<file path="src/rtl/uart_tx_pkg.sv">
// Shared types and transmitter state encodings for the UART transmit feeder.
package uart_tx_pkg;

    // Feeder FSM states.
    typedef enum logic [1:0] {
        StIdle    = 2'd0,
        StSend    = 2'd1,
        StRelease = 2'd2
    } feeder_state_e;

    // Transmitter state vector values the feeder reacts to.
    localparam logic [4:0] TX_ST_IDLE = 5'b00000;
    localparam logic [4:0] TX_ST_DONE = 5'b10000;

endpackage

</file>
<file path="src/rtl/sync_byte_fifo.sv">
// Single-clock byte FIFO with byte count, synchronous flush and sticky overflow flag.
module sync_byte_fifo
    import uart_tx_pkg::*;
#(
    parameter int unsigned DEPTH  = 16,
    parameter int unsigned ADDR_W = 4
) (
    input  logic              clk,
    input  logic              rst_n,
    input  logic              wr_en,
    input  logic [7:0]        wr_data,
    input  logic              pop,
    input  logic              flush,
    input  logic              clr_overflow,
    output logic [7:0]        rd_data,
    output logic              full,
    output logic              empty,
    output logic [ADDR_W:0]   level,
    output logic              overflow
);

    localparam logic [ADDR_W:0] FullCnt = (ADDR_W + 1)'(DEPTH);

    logic [7:0]        r_mem [DEPTH];
    logic [ADDR_W-1:0] r_wr_ptr;
    logic [ADDR_W-1:0] r_rd_ptr;
    logic [ADDR_W:0]   r_count;
    logic              r_overflow;
    logic              w_wr_ok;
    logic              w_pop_ok;

    // Flags come from the registered count only, so wr_en never reaches full combinationally.
    assign full     = (r_count == FullCnt);
    assign empty    = (r_count == '0);
    assign level    = r_count;
    assign overflow = r_overflow;
    assign rd_data  = r_mem[r_rd_ptr];

    assign w_wr_ok  = wr_en & ~full & ~flush;
    assign w_pop_ok = pop & ~empty & ~flush;

    // Storage write; contents need no reset because the count gates every read.
    always_ff @(posedge clk) begin
        if (w_wr_ok) begin
            r_mem[r_wr_ptr] <= wr_data;
        end
    end

    // Pointers and count; flush clears them and overrides any same-cycle write or pop.
    always_ff @(posedge clk or negedge rst_n) begin
        if (!rst_n) begin
            r_wr_ptr <= '0;
            r_rd_ptr <= '0;
            r_count  <= '0;
        end else if (flush) begin
            r_wr_ptr <= '0;
            r_rd_ptr <= '0;
            r_count  <= '0;
        end else begin
            if (w_wr_ok) begin
                r_wr_ptr <= r_wr_ptr + 1'b1;
            end
            if (w_pop_ok) begin
                r_rd_ptr <= r_rd_ptr + 1'b1;
            end
            unique case ({w_wr_ok, w_pop_ok})
                2'b10:   r_count <= r_count + 1'b1;
                2'b01:   r_count <= r_count - 1'b1;
                default: r_count <= r_count;
            endcase
        end
    end

    // Sticky overflow; a dropped write beats a same-cycle clear.
    always_ff @(posedge clk or negedge rst_n) begin
        if (!rst_n) begin
            r_overflow <= 1'b0;
        end else if (wr_en && full) begin
            r_overflow <= 1'b1;
        end else if (clr_overflow) begin
            r_overflow <= 1'b0;
        end
    end

endmodule

</file>
<file path="src/rtl/uart_tx_feeder.sv">
// Buffers producer bytes and hands them to the transmitter using its level-held start handshake.
module uart_tx_feeder
    import uart_tx_pkg::*;
#(
    parameter int unsigned DEPTH  = 16,
    parameter int unsigned ADDR_W = 4
) (
    input  logic              clk,
    input  logic              rst_n,
    input  logic              wr_en,
    input  logic [7:0]        wr_data,
    input  logic              flush,
    input  logic              clr_overflow,
    output logic              full,
    output logic              empty,
    output logic [ADDR_W:0]   level,
    output logic              overflow,
    output logic              TxD_start,
    output logic [7:0]        TxD_data,
    input  logic [4:0]        tx_state,
    output logic              tx_done
);

    feeder_state_e r_state;
    feeder_state_e w_state_d;
    logic          r_start;
    logic          w_start_d;
    logic [7:0]    r_data;
    logic          r_done;
    logic          w_done_d;
    logic          w_pop;
    logic [7:0]    w_rd_data;

    sync_byte_fifo #(
        .DEPTH  (DEPTH),
        .ADDR_W (ADDR_W)
    ) u_fifo (
        .clk          (clk),
        .rst_n        (rst_n),
        .wr_en        (wr_en),
        .wr_data      (wr_data),
        .pop          (w_pop),
        .flush        (flush),
        .clr_overflow (clr_overflow),
        .rd_data      (w_rd_data),
        .full         (full),
        .empty        (empty),
        .level        (level),
        .overflow     (overflow)
    );

    assign TxD_start = r_start;
    assign TxD_data  = r_data;
    assign tx_done   = r_done;

    // Next-state and pop decision; start stays high until the transmitter reports frame end.
    always_comb begin
        w_state_d = r_state;
        w_start_d = r_start;
        w_done_d  = 1'b0;
        w_pop     = 1'b0;
        unique case (r_state)
            StIdle: begin
                if (!empty) begin
                    w_pop     = 1'b1;
                    w_start_d = 1'b1;
                    w_state_d = StSend;
                end
            end
            StSend: begin
                if (tx_state == TX_ST_DONE) begin
                    w_start_d = 1'b0;
                    w_done_d  = 1'b1;
                    w_state_d = StRelease;
                end
            end
            StRelease: begin
                // Re-arm only once the transmitter is back at idle.
                if (tx_state == TX_ST_IDLE) begin
                    if (!empty) begin
                        w_pop     = 1'b1;
                        w_start_d = 1'b1;
                        w_state_d = StSend;
                    end else begin
                        w_state_d = StIdle;
                    end
                end
            end
            default: begin
                w_state_d = StIdle;
                w_start_d = 1'b0;
            end
        endcase
    end

    // State and output registers; reset drops start at once, which aborts the transmitter.
    always_ff @(posedge clk or negedge rst_n) begin
        if (!rst_n) begin
            r_state <= StIdle;
            r_start <= 1'b0;
            r_done  <= 1'b0;
            r_data  <= 8'h00;
        end else begin
            r_state <= w_state_d;
            r_start <= w_start_d;
            r_done  <= w_done_d;
            if (w_pop) begin
                r_data <= w_rd_data;
            end
        end
    end

endmodule

</file>
<file path="config.mk">
export PLATFORM = sky130hd
export DESIGN_NAME = uart_tx_feeder
export DESIGN_NICKNAME = d
export VERILOG_FILES = /design/src/rtl/uart_tx_pkg.sv /design/src/rtl/sync_byte_fifo.sv /design/src/rtl/uart_tx_feeder.sv
export SDC_FILE = /design/constraint.sdc
export NUM_CORES = 1
export LEC_CHECK = 0
export CORE_MARGIN = 1.5
export CORE_UTILIZATION = 59
export CTS_BUF_LIST = sky130_fd_sc_hd__clkbuf_16
export CTS_CLUSTER_DIAMETER = 50
export CTS_CLUSTER_SIZE = 24
export DETAILED_ROUTE_END_ITERATION = 12
export GPL_ROUTABILITY_DRIVEN = 1
export PLACE_DENSITY = 0.88
export SLEW_MARGIN = 30
export SYNTH_ARGS = -nofsm -noshare
export SYNTH_HDL_FRONTEND = slang
export SYNTH_SLANG_ARGS = --single-unit
export TNS_END_PERCENT = 100
</file>
<file path="constraint.sdc">
create_clock -name clk -period 3.3 [get_ports clk]
set_clock_uncertainty 0.15 [all_clocks]
set_input_delay 0.33 -clock clk [delete_from_list [all_inputs] [get_ports clk]]
set_output_delay 0.33 -clock clk [all_outputs]
set_load 0.01 [all_outputs]
</file>
==> summary.txt <==
Setup path
  • Reg-to-reg slack, setup: around 0.073 ns
  • FF-to-FF Start: u_fifo.level[1]
  • Critical path required time: approximately 3.4 ns
  • CP Capture Type: register
  • Crit Path Max Fanout: 6
  • Arr. time, crit path: ~3.4 ns
  • WS Path Type: reg -> reg
  • RR Endpoint: u_fifo.level[4]
  • Reg2reg path depth: 10
  • Nature of the critical path startpoint: register

Routing
  • Drt initial violations: ~520
  • Pre-Repair DR Iteration Count: 7
  • DR WL/cell: around 27 µm
  • Vias: roughly 3800
  • Via density: around 6.8
  • Remaining routing DRC violations: 0
  • Post-DRT Antenna Nets: 0
  • Total wire length: ~15000 µm

Clocking
  • Longest Clk Path Bufs: 2
  • Buffer type at the clock tree root: clkbuf_16
  • Sink Count: roughly 150
  • Skew-Pair Late Insertion Delay: a little over 0.4 ns
  • Hold_buf cts: 0
  • Clock slew at reported path FFs: ~0.060 ns
  • CTS tree: yes
  • CTS Buf Count: 17
  • Depth of the CTS H-tree: 4

Timing
  • Final Setup Violations: 0
  • Achievable frequency: about 310 MHz
  • Final Hold Vio Count: 0
  • Count of pins over their slew limit: 0
  • Normalized max-slew margin: around 50%
  • Slew @ Worst Pin: between 0.7 and 0.8 ns
  • Final period util: 97.8%
  • RSZ-0062 raised after global routing: no
  • Total negative slack: 0 ns
  • Minimum clock period: about 3.2 ns

Global route
  • GR Overflow Total: 0
  • Number of global-route vias before repair: 3729
  • Initial antenna violation count: 0
  • Overall Global Routing Usage: 28.2%
  • Largest net degree at the start of global routing: 36
  • Global-route wire length before repair: between 20000 and 25000 µm

Logic synthesis
  • Syn Nets: between 300 and 400
  • Post-synth EDFFs: 128
  • Synthesized cell area: between 6000 and 7000 µm²
  • Synth cell count leaders: edfxtp_1 (128), dfrtp_1 (26), nor2_1 (25)
  • Post-Syn Instances: 342
  • Register area share after synthesis: a little over two thirds
  • Synth top area cells: edfxtp_1 (60%), dfrtp_1 (10%), mux4_1 (8.6%), mux4_2 (6.6%), ha_1 (1.6%)
  • Async SR Flop Fraction: between 10% and 20%
  • Primary FF master, synth: edfxtp_1
  • Post-synth top area cell: edfxtp_1
  • Yosys warning count: 0
  • Area share of the largest cell type after synthesis: 59.7%
  • Flops & latches, synth: about 150
  • Post-Syn Area per Cell: 18.8 µm²
  • Most common cell in the netlist: edfxtp_1
  • Synth unique cells: 46

Die
  • Ports: 36
  • Die width: ~110 µm
  • Die Ht: 107 µm
  • Die Area: about 12000 µm²
  • Core Region: approximately 10000 µm²
  • Initial Utilization: 61.5%
  • FP Rows: 37

Place
  • Placed cell areas: between 7000 and 8000 µm²
  • Final GP Congestion: between 0.8 and 0.9
  • Port-buffer cells: 35
  • Dpl hpwl: 8560 µm
  • Inst Count DP: 523

Power
  • PD cells: 623 nW/µm²
  • Worst VDD drop: 0.409 mV
  • Power Total: approximately 4.8 mW
  • Pleak: approximately 2.7 nW

Hold path
  • Hold Crit Class: in -> async

Status
  • Status: finished, final reports clean

Finish
  • Fin util: 73.2%
  • Inserted Diodes: 0
  • Share of layout cells above drive strength 1: 21.2%
  • Design area: approximately 7700 µm²
  • Final #Nets: 433
  • Final non-filler cell total: 555
  • Area growth syn-to-layout: 19.0%

Job
  • Max_cap viols: 0
## critical path, stage by stage (launching register included)
cell,delay (ns)
dfrtp_1,0.45
or4_4,0.60
o21ai_1,0.19
nand4_1,0.17
inv_1,0.14
ha_1,0.28
nor2b_1,0.16
o21a_1,0.21
or2_2,0.33
o311ai_1,0.33
a221oi_1,0.10
## sequential cells by signal (all words and copies together) (netlist names)
| signal | cells |
|---|---|
| u_fifo.r_wr_ptr | 4 |
| TxD_start | 1 |
| TxD_data | 8 |
| u_fifo.r_mem | 128 |
| u_fifo.r_rd_ptr | 4 |
| u_fifo.overflow | 1 |
| u_fifo.level | 5 |
| tx_done | 1 |
| r_state | 2 |
## power breakdown
part	switching (mW)	internal, mW	leakage [nW]	total (mW)
registers	0.0542	2.19	1.48	2.24
clock network	0.811	1.21	0.300	2.02
logic	0.238	0.271	0.870	0.509
total	1.10	3.67	2.65	4.77
## what timing repair did
action | 4_1_cts | 5_1_grt
buffers inserted | 0 | 0
setup endpoints to repair | 0 | 1
resized for setup | 0 | 4
## layout make-up
type,count,area (µm²)
Multi-Input combinational cell,166,1810
Clock inverter,15,189
Inverter,8,30.0
Sequential cell,154,4500
Clock buffer,17,425
Timing Repair Buffer,59,543
Tap cell,136,170
Fill cell,537,2800
## worst max path at each step
stage	from	end	slack (ns)	cells past startpoint
after floorplan	u_fifo.level[1]	u_fifo.level[4]	0.23	10
after detailed placement	tx_state[1]	u_fifo.level[4]	-0.13	11
after CTS	u_fifo.level[0]	u_fifo.level[4]	0.1	10
after global placement	tx_state[1]	u_fifo.level[4]	0.04	11
after global routing	u_fifo.level[1]	u_fifo.level[4]	0.008	10
final	u_fifo.level[1]	u_fifo.level[4]	0.07	10
## per-layer routing
layer	global-route usage, %	part of all wire (%)
met2	45.7	49
met1	37.0	36
met4	12.5	4.5
met3	6.42	9.8
met5	0	0
## logic make-up (layout without fill, tap and decap cells)
group           Yosys count  in the layout  share of synthesized area [%]
fa+ha+maj                 9              9                           1.87
xor+xnor                  8              8                           1.09
compound gates           33             33                           3.27
mux                      48             48                           16.6
simple gates             68             68                           5.00
buf+inv                  22             99                           2.35
flops                   154            154                           69.8
## cell usage in the layout (no fill, tap or decap), drive strengths merged, types with 4 or more instances in the layout
master / count
edfxtp: 128
mux4: 40
clkdlybuf4s50: 35
dfrtp: 26
nor2: 25
buf: 24
clkbuf: 17
inv: 16
nand2: 14
a21oi: 10
o21ai: 9
mux2: 8
ha: 8
nor3: 7
nand3: 6
xnor2: 4
xor2: 4
## stage by stage
stage	setup slack, ns	hold WS [ns]
after floorplan	0.230	-0.116
after global placement	0.0403	0.339
after detailed placement	-0.132	0.346
after CTS	0.0993	0.137
after global routing	0.00796	0.164
final	0.0734	0.144
Note: power is estimated with default switching activity, not from simulation.
